==> config.mk <==
export PLATFORM = sky130hd
export DESIGN_NAME = key_event_flat
export DESIGN_NICKNAME = d
export VERILOG_FILES = /design/src/rtl/key_event_if.sv /design/src/rtl/key_event.sv /design/src/flat_wrapper.sv
export SDC_FILE = /design/constraint.sdc
export NUM_CORES = 1
export LEC_CHECK = 0
export ABC_CLOCK_PERIOD_IN_PS = 5300
export CAP_MARGIN = 20
export CORE_UTILIZATION = 46
export CTS_CLUSTER_SIZE = 28
export DETAILED_ROUTE_END_ITERATION = 10
export GPL_TIMING_DRIVEN = 0
export PLACE_DENSITY = 0.6
export SETUP_SLACK_MARGIN = 0.2
export SLEW_MARGIN = 20
export SYNTH_ARGS = -nofsm -noshare
export SYNTH_HDL_FRONTEND = slang
export SYNTH_SLANG_ARGS = --single-unit
==> constraint.sdc <==
create_clock -name clk -period 5.3 [get_ports clk]
set_clock_uncertainty 0.1 [all_clocks]
set_input_delay 0.795 -clock clk [delete_from_list [all_inputs] [get_ports clk]]
set_output_delay 0.795 -clock clk [all_outputs]
set_load 0.005 [all_outputs]
==> src/rtl/key_event_if.sv <==
`default_nettype none
// ============================================================================
//  Module      : key_event_if
//  Description : Valid/ready event channel carrying a 2-bit key event code
//                from the key event generator to its consumer.
//  Revision    : 1.0  initial release
// ============================================================================
interface key_event_if;
    logic       event_valid;
    logic [1:0] event_code;
    logic       event_ready;

    // Producer side: owns valid and code, observes ready.
    modport master (
        output event_valid,
        output event_code,
        input  event_ready
    );

    // Consumer side: observes valid and code, owns ready.
    modport slave (
        input  event_valid,
        input  event_code,
        output event_ready
    );
endinterface
`default_nettype wire

==> src/rtl/key_event.sv <==
`default_nettype none
// ============================================================================
//  Module      : key_event
//  Description : Turns a debounced key level into PRESS / RELEASE / LONG /
//                REPEAT events, paced by a free-running prescaler tick and
//                delivered through a one-deep valid/ready buffer with a
//                sticky overflow flag for dropped events.
//  Revision    : 1.0  initial release
// ============================================================================
module key_event #(
    parameter int PRESCALE_WIDTH = 16,
    parameter int LONG_TICKS     = 100,
    parameter int REPEAT_TICKS   = 20
) (
    input  wire logic   clk,
    input  wire logic   rst_n,
    input  wire logic   in,
    key_event_if.master evt,
    output logic        pressed,
    output logic        overflow
);

    localparam logic [1:0] c_S_IDLE   = 2'd0;
    localparam logic [1:0] c_S_HOLD   = 2'd1;
    localparam logic [1:0] c_S_REPEAT = 2'd2;

    localparam logic [1:0] c_EV_PRESS   = 2'd0;
    localparam logic [1:0] c_EV_RELEASE = 2'd1;
    localparam logic [1:0] c_EV_LONG    = 2'd2;
    localparam logic [1:0] c_EV_REPEAT  = 2'd3;

    localparam logic [15:0] c_LONG_TICKS   = 16'(LONG_TICKS);
    localparam logic [15:0] c_REPEAT_TICKS = 16'(REPEAT_TICKS);
    localparam logic        c_REPEAT_EN    = (REPEAT_TICKS != 0);

    logic [PRESCALE_WIDTH-1:0] r_presc;
    logic                      r_in_q;
    logic [1:0]                r_state;
    logic [1:0]                w_state_nxt;
    logic [15:0]               r_cnt;
    logic [15:0]               w_cnt_nxt;
    logic [15:0]               w_cnt_inc;
    logic                      w_tick;
    logic                      w_rise;
    logic                      w_fall;
    logic                      w_emit;
    logic [1:0]                w_code;
    logic                      r_valid;
    logic [1:0]                r_code;
    logic                      r_overflow;

    assign w_tick    = &r_presc;
    assign w_rise    = in & ~r_in_q;
    assign w_fall    = ~in & r_in_q;
    assign w_cnt_inc = r_cnt + 16'd1;

    // Free-running prescaler and registered key level for edge detection.
    always_ff @(posedge clk or negedge rst_n) begin
        if (!rst_n) begin
            r_presc <= '0;
            r_in_q  <= 1'b0;
        end else begin
            r_presc <= r_presc + PRESCALE_WIDTH'(1);
            r_in_q  <= in;
        end
    end

    // State register.
    always_ff @(posedge clk or negedge rst_n) begin
        if (!rst_n) begin
            r_state <= c_S_IDLE;
        end else begin
            r_state <= w_state_nxt;
        end
    end

    // Next-state decode; an edge always takes priority over a tick.
    always_comb begin
        w_state_nxt = r_state;
        case (r_state)
            c_S_IDLE: begin
                if (w_rise) w_state_nxt = c_S_HOLD;
            end
            c_S_HOLD: begin
                if (w_fall) begin
                    w_state_nxt = c_S_IDLE;
                end else if (w_tick && (w_cnt_inc == c_LONG_TICKS)) begin
                    w_state_nxt = c_S_REPEAT;
                end
            end
            c_S_REPEAT: begin
                if (w_fall) w_state_nxt = c_S_IDLE;
            end
            default: w_state_nxt = c_S_IDLE;
        endcase
    end

    // Output decode: event emission and the next hold count.
    always_comb begin
        w_emit    = 1'b0;
        w_code    = c_EV_PRESS;
        w_cnt_nxt = r_cnt;
        case (r_state)
            c_S_IDLE: begin
                if (w_rise) begin
                    w_emit    = 1'b1;
                    w_code    = c_EV_PRESS;
                    w_cnt_nxt = 16'd0;
                end
            end
            c_S_HOLD: begin
                if (w_fall) begin
                    w_emit = 1'b1;
                    w_code = c_EV_RELEASE;
                end else if (w_tick) begin
                    if (w_cnt_inc == c_LONG_TICKS) begin
                        w_emit    = 1'b1;
                        w_code    = c_EV_LONG;
                        w_cnt_nxt = 16'd0;
                    end else begin
                        w_cnt_nxt = w_cnt_inc;
                    end
                end
            end
            c_S_REPEAT: begin
                if (w_fall) begin
                    w_emit = 1'b1;
                    w_code = c_EV_RELEASE;
                end else if (c_REPEAT_EN && w_tick) begin
                    if (w_cnt_inc == c_REPEAT_TICKS) begin
                        w_emit    = 1'b1;
                        w_code    = c_EV_REPEAT;
                        w_cnt_nxt = 16'd0;
                    end else begin
                        w_cnt_nxt = w_cnt_inc;
                    end
                end
            end
            default: w_cnt_nxt = 16'd0;
        endcase
    end

    // Hold counter; clears at each threshold so it never needs to saturate.
    always_ff @(posedge clk or negedge rst_n) begin
        if (!rst_n) begin
            r_cnt <= 16'd0;
        end else begin
            r_cnt <= w_cnt_nxt;
        end
    end

    // One-deep event buffer: a full buffer with a stalled consumer drops the
    // new event and leaves the held code untouched.
    always_ff @(posedge clk or negedge rst_n) begin
        if (!rst_n) begin
            r_valid    <= 1'b0;
            r_code     <= 2'd0;
            r_overflow <= 1'b0;
        end else if (w_emit) begin
            if (!r_valid || evt.event_ready) begin
                r_valid <= 1'b1;
                r_code  <= w_code;
            end else begin
                r_overflow <= 1'b1;
            end
        end else if (r_valid && evt.event_ready) begin
            r_valid <= 1'b0;
        end
    end

    assign evt.event_valid = r_valid;
    assign evt.event_code  = r_code;
    assign pressed         = r_in_q;
    assign overflow        = r_overflow;

endmodule
`default_nettype wire

==> src/flat_wrapper.sv <==
// flat-port wrapper written by rule: the top's interface ports become plain ports
module key_event_flat 
#(
    parameter int PRESCALE_WIDTH = 16,
    parameter int LONG_TICKS     = 100,
    parameter int REPEAT_TICKS   = 20
)
  (clk, rst_n, in, pressed, overflow, evt_event_valid, evt_event_code, evt_event_ready);
  key_event_if evt_i ();
  input  wire logic clk;
  input  wire logic rst_n;
  input  wire logic in;
  output logic pressed;
  output logic overflow;
  output wire logic [$bits(evt_i.event_valid)-1:0] evt_event_valid;
  output wire logic [$bits(evt_i.event_code)-1:0] evt_event_code;
  input wire logic [$bits(evt_i.event_ready)-1:0] evt_event_ready;
  assign evt_event_valid = evt_i.event_valid;
  assign evt_event_code = evt_i.event_code;
  assign evt_i.event_ready = evt_event_ready;
  key_event #(.PRESCALE_WIDTH(PRESCALE_WIDTH), .LONG_TICKS(LONG_TICKS), .REPEAT_TICKS(REPEAT_TICKS)) u_core (.clk(clk), .rst_n(rst_n), .in(in), .evt(evt_i), .pressed(pressed), .overflow(overflow));
endmodule
==> qor_table.md, run 1 <==
| Metric | Reported | Unit |
| --- | --- | --- |
| Total nets after synthesis | 270 | - |
| Detailed-route vias per instance | 5.671 | - |
| Top Ports | 9 | - |
| Fraction of the yosys area taken by sequential cells | 40.33 | % |
| Finished Layout Cells | 346 | - |
| Yosys warning total | 0 | - |
| Pin count of the biggest net entering global routing | 26 | - |
| Num CTS Buffers | 5 | - |
| Area post-placement | 2603 | um^2 |
| Total power density per cell area | 253.5 | nW/um^2 |
| Seq cells post-synth | 39 | - |
| Element type at the critical path start | register | - |
| Actual transition at the worst max-transition pin | 592.1 | ps |
| Number of flops mapped to enable cells by yosys | 0 | - |
| Antenna violations before repair | 0 | - |
| Maximum root-to-sink buffer count | 2 | - |
| Effective utilization at floorplan | 47.68 | % |
| Path category of the worst min-delay check | in -> async | - |
| Clock tree from TritonCTS | yes | - |
| Number of DRC violations after detailed-routing iteration 0 | 130 | - |
| Clk root buf | clkbuf_8 | - |
| Slowest cell on the critical path | nor3b_1 | - |
| Core Footprint | 5075 | um^2 |
| Net count, final | 286 | - |
| Layout Utilization | 53.03 | % |
| Number of hold buffers added after CTS | 0 | - |
| Number of input and output port buffers inserted | 8 | - |
| Number of inserted diodes | 0 | - |
| Critical Path Max Stage Delay | 590 | ps |
| Register clock-pin slew on the reported worst setup and hold paths | 80 | ps |
| Post-placement worst setup slack | 1702 | ps |
| Highest net fanout along the worst path | 10 | - |
| R2R cell count | 10 | - |
| Post-detail-place hpwl | 3.786 | mm |
| First-pass detailed-route iteration total | 4 | - |
| CTS H-tree depth | 2 | - |
| Area growth syn-to-layout | 11.22 | % |
| Number of gates given a new drive strength after cts | 0 | - |
| Global placer's final weighted congestion | 0.8610 | - |
| Post-synthesis cell count | 259 | - |
| Clock tree sinks | 39 | - |
| Slew margin rel. | 60.44 | % |
| Worst setup margin | 1796 | ps |
| Total global-route track usage | 20.42 | % |
| Arrival time worst endpoint | 3620 | ps |
| Final Slew Violations | 0 | - |
| Leakage dissipation | 1.158 | nW |
| Worst vdd rail ir drop | 92.09 | uV |
| Period minus WS final | 3504 | ps |
| Width of the die | 74.53 | um |
| Crit path capture type | register | - |
| Setup repair after global routing missed its margin | false | - |
| Distinct cell type count after synthesis | 56 | - |
| Setup TNS | 0 | ps |
| Fmax achieved | 0.2854 | GHz |
| Critical Path, Cell by Cell | inv_1, ha_1, nor2_1, nor2_1, o21ai_0, o211ai_2, nor3b_1, clkbuf_1, a31oi_1, a31oi_1 | - |
| Primary FF master, synth | dfrtp_1 | - |
| Post-route ant nets | 0 | - |
| Outcome | finished clean | - |
| Die boundary height | 74.53 | um |
| Post-synthesis average cell area | 9.343 | um^2 |
| Crit Path Class | reg -> reg | - |
| Standard-cell row count | 26 | - |
| Remaining Overflow, GRT | 0 | - |
| Minimum setup slack among reg-to-reg paths | 1800 | ps |
| Global-route wire length before repair | 8.549 | mm |
| Via count of the first global-routing pass | 1,787 | - |
| Number of endpoints with negative hold slack in the final report | 0 | - |
| Average wire per cell in the routed design | 14.85 | um |
| Syn Std Cell Area | 2420 | um^2 |
| Post-CTS Setup Repair Bufs | 0 | - |
| Total Routed Length | 5.137 | mm |
| Full die area | 5555 | um^2 |
| Max-cap violations | 0 | - |
| Setup-violating endpoint count in the final report | 0 | - |
| Post-route fraction of the period consumed by the critical path | 66.11 | % |
| End of the worst register-to-register path | u_core.r_cnt[10] | - |
| Origin of the critical flop-to-flop path | u_core.r_state[0] | - |
| Fin area | 2691 | um^2 |
| Fraction of layout cells with a size suffix above 1 | 10.87 | % |
| Placed instance count | 338 | - |
| Clock latency reported for the late side of the worst-skew pair | 300 | ps |
| Total vias in the final route | 1,962 | - |
| # DRC | 0 | - |
| Share of synthesized flip-flops with an asynchronous set or reset | 100.0 | % |
| Worst Path Required | 5420 | ps |
## registers in the layout, indices dropped and copies added (netlist names)
signal,flops
u_core.overflow,1
u_core.pressed,1
u_core.r_cnt,16
u_core.evt.event_code,2
u_core.r_state,2
u_core.evt.event_valid,1
u_core.r_presc,16
## worst max-delay path, delay by kind of cell (launching register included)
| kind | cells | cell delay [ps] |
|---|---|---|
| AND/OR/NAND/NOR | 3 | 1090 |
| AO/OA/AOI/OAI | 4 | 990 |
| buffers and inverters | 2 | 580 |
| flip-flops | 1 | 430 |
| adder cells (fa/ha/maj) | 1 | 240 |
## layout by cell type, fill, tap and decap left out, drive strengths merged, types with 2 or more instances in the layout
cell and instances:
nor3 5, nand3 21, nand4 8, clkdlybuf4s50 7
nand2 20, dfrtp 39, clkinvlp 2, o21ai 12
a21oi 5, a31oi 17, inv 12, o211ai 6
a21boi 2, ha 7, clkbuf 8, nand3b 6
nand2b 3, nor2 17, xor2 8, nor4 7
xnor2 8, buf 10, and3 7, o31a 2
nor3b 3, nor2b 2, o31ai 2, mux2i 4
and2 4, a32o 2, or3 3
## per-stage QoR
stage                     power [W]  hold WS (ps)
final                     0.0006822         312.1
after global placement    0.0004827         353.2
after global routing      0.0007239         344.3
after detailed placement  0.0004847         357.8
after floorplan           0.0004299         341.3
after CTS                 0.0006919         314.5
## layout make-up
cell class              count  area [um^2]
fillers                   480         2384
multi-input cells         197         1330
flip-flops and latches     39        975.9
repair buffers              9        95.09
well taps                  70        87.58
clock buffers               5        68.82
plain buffers              11        68.82
inverters                  12        45.04
clock inverters             3        20.02
## Yosys cell counts (all sizes together) (2+ instances only)
master / number / area, um^2
nor2b: 2 / 12.51
nand3: 21 / 105.1
or3: 3 / 23.77
nor4: 7 / 43.79
nor3b: 3 / 22.52
nand3b: 6 / 45.04
inv: 12 / 45.04
o211ai: 6 / 50.05
o21ai: 12 / 60.06
ha: 7 / 87.58
and2: 4 / 25.02
nand4: 8 / 71.32
a21oi: 5 / 25.02
o31ai: 2 / 20.02
xor2: 8 / 70.07
mux2i: 4 / 40.04
nor3: 5 / 30.03
a32o: 2 / 20.02
a31oi: 17 / 106.4
o31a: 2 / 18.77
dfrtp: 39 / 975.9
clkbuf: 3 / 11.26
nor2: 17 / 63.81
a21boi: 2 / 18.77
buf: 8 / 57.55
xnor2: 8 / 70.07
nand2b: 3 / 18.77
nand2: 20 / 75.07
and3: 7 / 45.05
## metal layers
layer  share of wire, %  GRT usage, %  vias to the layer above  wire [um]
li1                   -             -                      993          -
met1                 51         27.28                      946       2597
met2                 46         33.03                       17       2365
met3                2.0         3.794                        6        104
met4                1.4         7.338                        0         70
met5                  0             0                        -          0
## worst max-delay path by stage
stage / start / to / slack [ps] / depth (start not counted)
5_1_grt: u_core.r_state[0] / u_core.r_cnt[10] / 1460 / 10
3_3_place_gp: in / u_core.r_cnt[3] / 1740 / 8
3_5_place_dp: in / u_core.r_cnt[10] / 1700 / 8
6_report: u_core.r_state[0] / u_core.r_cnt[10] / 1800 / 10
2_1_floorplan: u_core.r_state[0] / u_core.r_cnt[10] / 2700 / 10
4_1_cts: u_core.r_state[0] / u_core.r_cnt[10] / 1870 / 10
## report_power, final
group / internal [W] / total (W) / switching [W]
combinational: 0.0000576 / 0.000153 / 0.0000952
sequential: 0.000310 / 0.000326 / 0.0000164
clock: 0.0000916 / 0.000203 / 0.000112
## kinds of logic after synthesis
kind of cell	share of synthesized area, %
simple gates	25.70
fa+ha+maj	3.619
flops	40.33
compound gates	18.20
buf+inv	4.705
xor+xnor	5.791
mux	1.655
No activity file was read; power rests on OpenSTA's default activity.
==> run 2: changes to the inputs <==
Settings changed: ABC_CLOCK_PERIOD_IN_PS 5300 to 2910, PLACE_DENSITY 0.6 to 0.62.
Clock period 5.3 ns to 2.91 ns, I/O delays scaled along.
==> qor_table.md, run 2 (synthesized netlist as in run 1, its figures left out) <==
| Metric | Reported | Unit | vs previous |
| --- | --- | --- | --- |
| Width of the die | 74.53 | um | unchanged |
| Average wire per cell in the routed design | 15.50 | um | was 14.85 um |
| Portion of total power attributed to the clock network | 27.7 | % | was 29.8% |
| Area growth syn-to-layout | 22.54 | % | was 11.22% |
| Actual transition at the worst max-transition pin | 462.7 | ps | was 592.1 ps |
| Clk root buf | clkbuf_8 | - | unchanged |
| Total chip power | 0.001326 | W | was 0.0006822 W |
| Num CTS Buffers | 5 | - | unchanged |
| Total global-route track usage | 22.17 | % | was 20.42% |
| Arrival time worst endpoint | 2640 | ps | was 3620 ps |
| Core Footprint | 5075 | um^2 | unchanged |
| Fin area | 2965 | um^2 | was 2691 um^2 |
| Effective utilization at floorplan | 47.68 | % | unchanged |
| Maximum root-to-sink buffer count | 2 | - | unchanged |
| Global placer's final weighted congestion | 0.8702 | - | was 0.8610 |
| Total power density per cell area | 447.2 | nW/um^2 | was 253.5 nW/um^2 |
| Number of endpoints with negative hold slack in the final report | 0 | - | unchanged |
| Slew margin rel. | 68.87 | % | was 60.44% |
| Clock tree sinks | 39 | - | unchanged |
| Crit Path Class | reg -> reg | - | unchanged |
| Outcome | finished clean | - | unchanged |
| Register clock-pin slew on the reported worst setup and hold paths | 80 | ps | about the same |
| Via count of the first global-routing pass | 1,903 | - | was 1,787 |
| Max-cap violations | 0 | - | unchanged |
| Logic pwr share | 27.2 | % | was 22.4% |
| Clock tree from TritonCTS | yes | - | unchanged |
| Period minus WS final | 2590 | ps | was 3504 ps |
| Total Routed Length | 5.564 | mm | was 5.137 mm |
| Switching fraction of total power | 33.47 | % | was 32.73% |
| Clock latency reported for the late side of the worst-skew pair | 290 | ps | was 300 ps |
| Setup repair after global routing missed its margin | false | - | unchanged |
| Element type at the critical path start | register | - | unchanged |
| Total vias in the final route | 2,087 | - | was 1,962 |
| Flip-flop and latch area | 979.7 | um^2 | was 975.9 um^2 |
| Leakage dissipation | 1.261 | nW | was 1.158 nW |
| Area used by multi-input combinational logic | 1470 | um^2 | was 1330 um^2 |
| Most frequent cells in the layout | dfrtp_1 (36), nand3_1 (20), nand2_1 (19) | - | was dfrtp_1 (39), nand3_1 (21), nand2_1 (20) |
| Full die area | 5555 | um^2 | unchanged |
| Number of inserted diodes | 0 | - | unchanged |
| Fill cells | 473 | - | was 480 |
| Final Slew Violations | 0 | - | unchanged |
| Detailed-route vias per instance | 5.813 | - | was 5.671 |
| # DRC | 0 | - | unchanged |
| Highest net fanout along the worst path | 9 | - | was 10 |
| Antenna violations before repair | 0 | - | unchanged |
| First-pass detailed-route iteration total | 4 | - | unchanged |
| Worst Path Required | 2960 | ps | was 5420 ps |
| Pin count of the biggest net entering global routing | 25 | - | was 26 |
| Worst vdd rail ir drop | 224.1 | uV | was 92.09 uV |
| Critical Path Max Stage Delay | 550 | ps | was 590 ps |
| Finished Layout Cells | 359 | - | was 346 |
| Post-detail-place hpwl | 3.692 | mm | was 3.786 mm |
| Area post-placement | 2610 | um^2 | was 2603 um^2 |
| Path category of the worst min-delay check | reg -> reg | - | was in -> async |
| Fmax achieved | 0.3861 | GHz | was 0.2854 GHz |
| Standard-cell row count | 26 | - | unchanged |
| Remaining Overflow, GRT | 0 | - | unchanged |
| Most frequent standard cell in the layout excluding fill and tap cells | dfrtp_1 | - | unchanged |
| Global-route wire length before repair | 9.232 | mm | was 8.549 mm |
| Die boundary height | 74.53 | um | unchanged |
| Largest registers in the final layout | u_core.r_cnt: 16 flops, u_core.r_presc: 16 flops | - | unchanged |
| Slowest cell on the critical path | or4b_4 | - | was nor3b_1 |
| Fraction of layout cells with a size suffix above 1 | 21.80 | % | was 10.87% |
| CTS H-tree depth | 2 | - | unchanged |
| Post-placement worst setup slack | -471.0 | ps | was 1702 ps |
| Worst setup margin | 319.8 | ps | was 1796 ps |
| Number of input and output port buffers inserted | 8 | - | unchanged |
| Setup-violating endpoint count in the final report | 0 | - | unchanged |
| Placed instance count | 338 | - | unchanged |
| Net count, final | 299 | - | was 286 |
| Post-route ant nets | 0 | - | unchanged |
| Number of DRC violations after detailed-routing iteration 0 | 116 | - | was 130 |
| Top Ports | 9 | - | unchanged |
| Post-route fraction of the period consumed by the critical path | 89.01 | % | was 66.11% |
| Critical Path, Cell by Cell | buf_6, nand4_4, or3_4, or4b_4, nand2_2, o2111ai_4, buf_6, a31oi_1, a31oi_1 | - | was inv_1, ha_1, nor2_1, nor2_1, o21ai_0, o211ai_2, nor3b_1, clkbuf_1, a31oi_1, a31oi_1 |
| Power spent charging and discharging nets | 0.0004438 | W | was 0.0002232 W |
| Internal portion of total power | 0.0008822 | W | was 0.0004589 W |
| Crit path capture type | register | - | unchanged |
| Portion of total power attributed to sequential cells | 45.0 | % | was 47.8% |
-- run 2: cell count changes in the layout (fill, tap and decap cells not counted), sizes merged --
cell,change
buf,+12
dlygate4sd3,+1
-- run 2: layer usage --
layer	GRT usage, %	share of wire, %
met2	35.84	48
met4	8.386	2.0
met3	4.201	3.5
met5	0	0
met1	29.43	47
-- run 2: critical path, delay by kind of cell, from the launching register on --
family | cells | cell delay [ps]
AO/OA/AOI/OAI | 3 | 430
flip-flops | 1 | 350
buffers and inverters | 2 | 340
AND/OR/NAND/NOR | 4 | 1220
-- run 2: final timing paths --
kind                                                  to  slack, ps               start  depth (start not counted)
worst max-delay path                     u_core.r_cnt[4]        320     u_core.r_cnt[5]                          9
worst min-delay path                  u_core.r_presc[15]        370  u_core.r_presc[15]                          1
worst max register to register           u_core.r_cnt[4]        320     u_core.r_cnt[5]                          9
worst min register to register        u_core.r_presc[15]        370  u_core.r_presc[15]                          1
max in group asynchronous                u_core.r_cnt[1]       1730               rst_n                          3
min in group asynchronous       u_core.evt.event_code[0]        510               rst_n                          2
-- run 2: timing repair --
item | 4_1_cts | 5_1_grt
cloned | 0 | 2
hold endpoints to repair | 15 | 0
setup endpoints to repair | 22 | 22
pin swaps | 1 | 12
hold buffers | 1 | 0
setup buffers | 0 | 10
resized for setup | 15 | 30
-- run 2: cell type report --
cell class,instances,area share [%]
Sequential cell,39,33.04
Multi-Input combinational cell,197,49.58
Clock buffer,5,2.321
Buffer,11,3.038
Tap cell,70,2.954
Clock inverter,3,0.6751
Timing Repair Buffer,22,6.878
Inverter,12,1.519
-- run 2: metrics by stage --
| step | utilization (%) | hold slack [ps] | TNS (ps) |
|---|---|---|---|
| 6_report | 58.43 | 367.9 | 0 |
| 5_1_grt | 58.43 | 399.6 | 0 |
| 4_1_cts | 54.73 | 372.3 | 0 |
| 3_5_place_dp | 51.43 | 308.2 | -5947 |
| 3_3_place_gp | 50.99 | 351.3 | -5606 |
| 2_1_floorplan | - | 40.91 | 0 |
-- run 2: power groups by stage --
stage	Sequential, W	Combinational [W]	Clock, W
after floorplan	0.000599	0.000184	0
after global placement	0.000603	0.000277	0
after detailed placement	0.000604	0.000281	0
after CTS	0.000595	0.000315	0.000381
after global routing	0.000602	0.000392	0.000402
final	0.000597	0.000361	0.000368
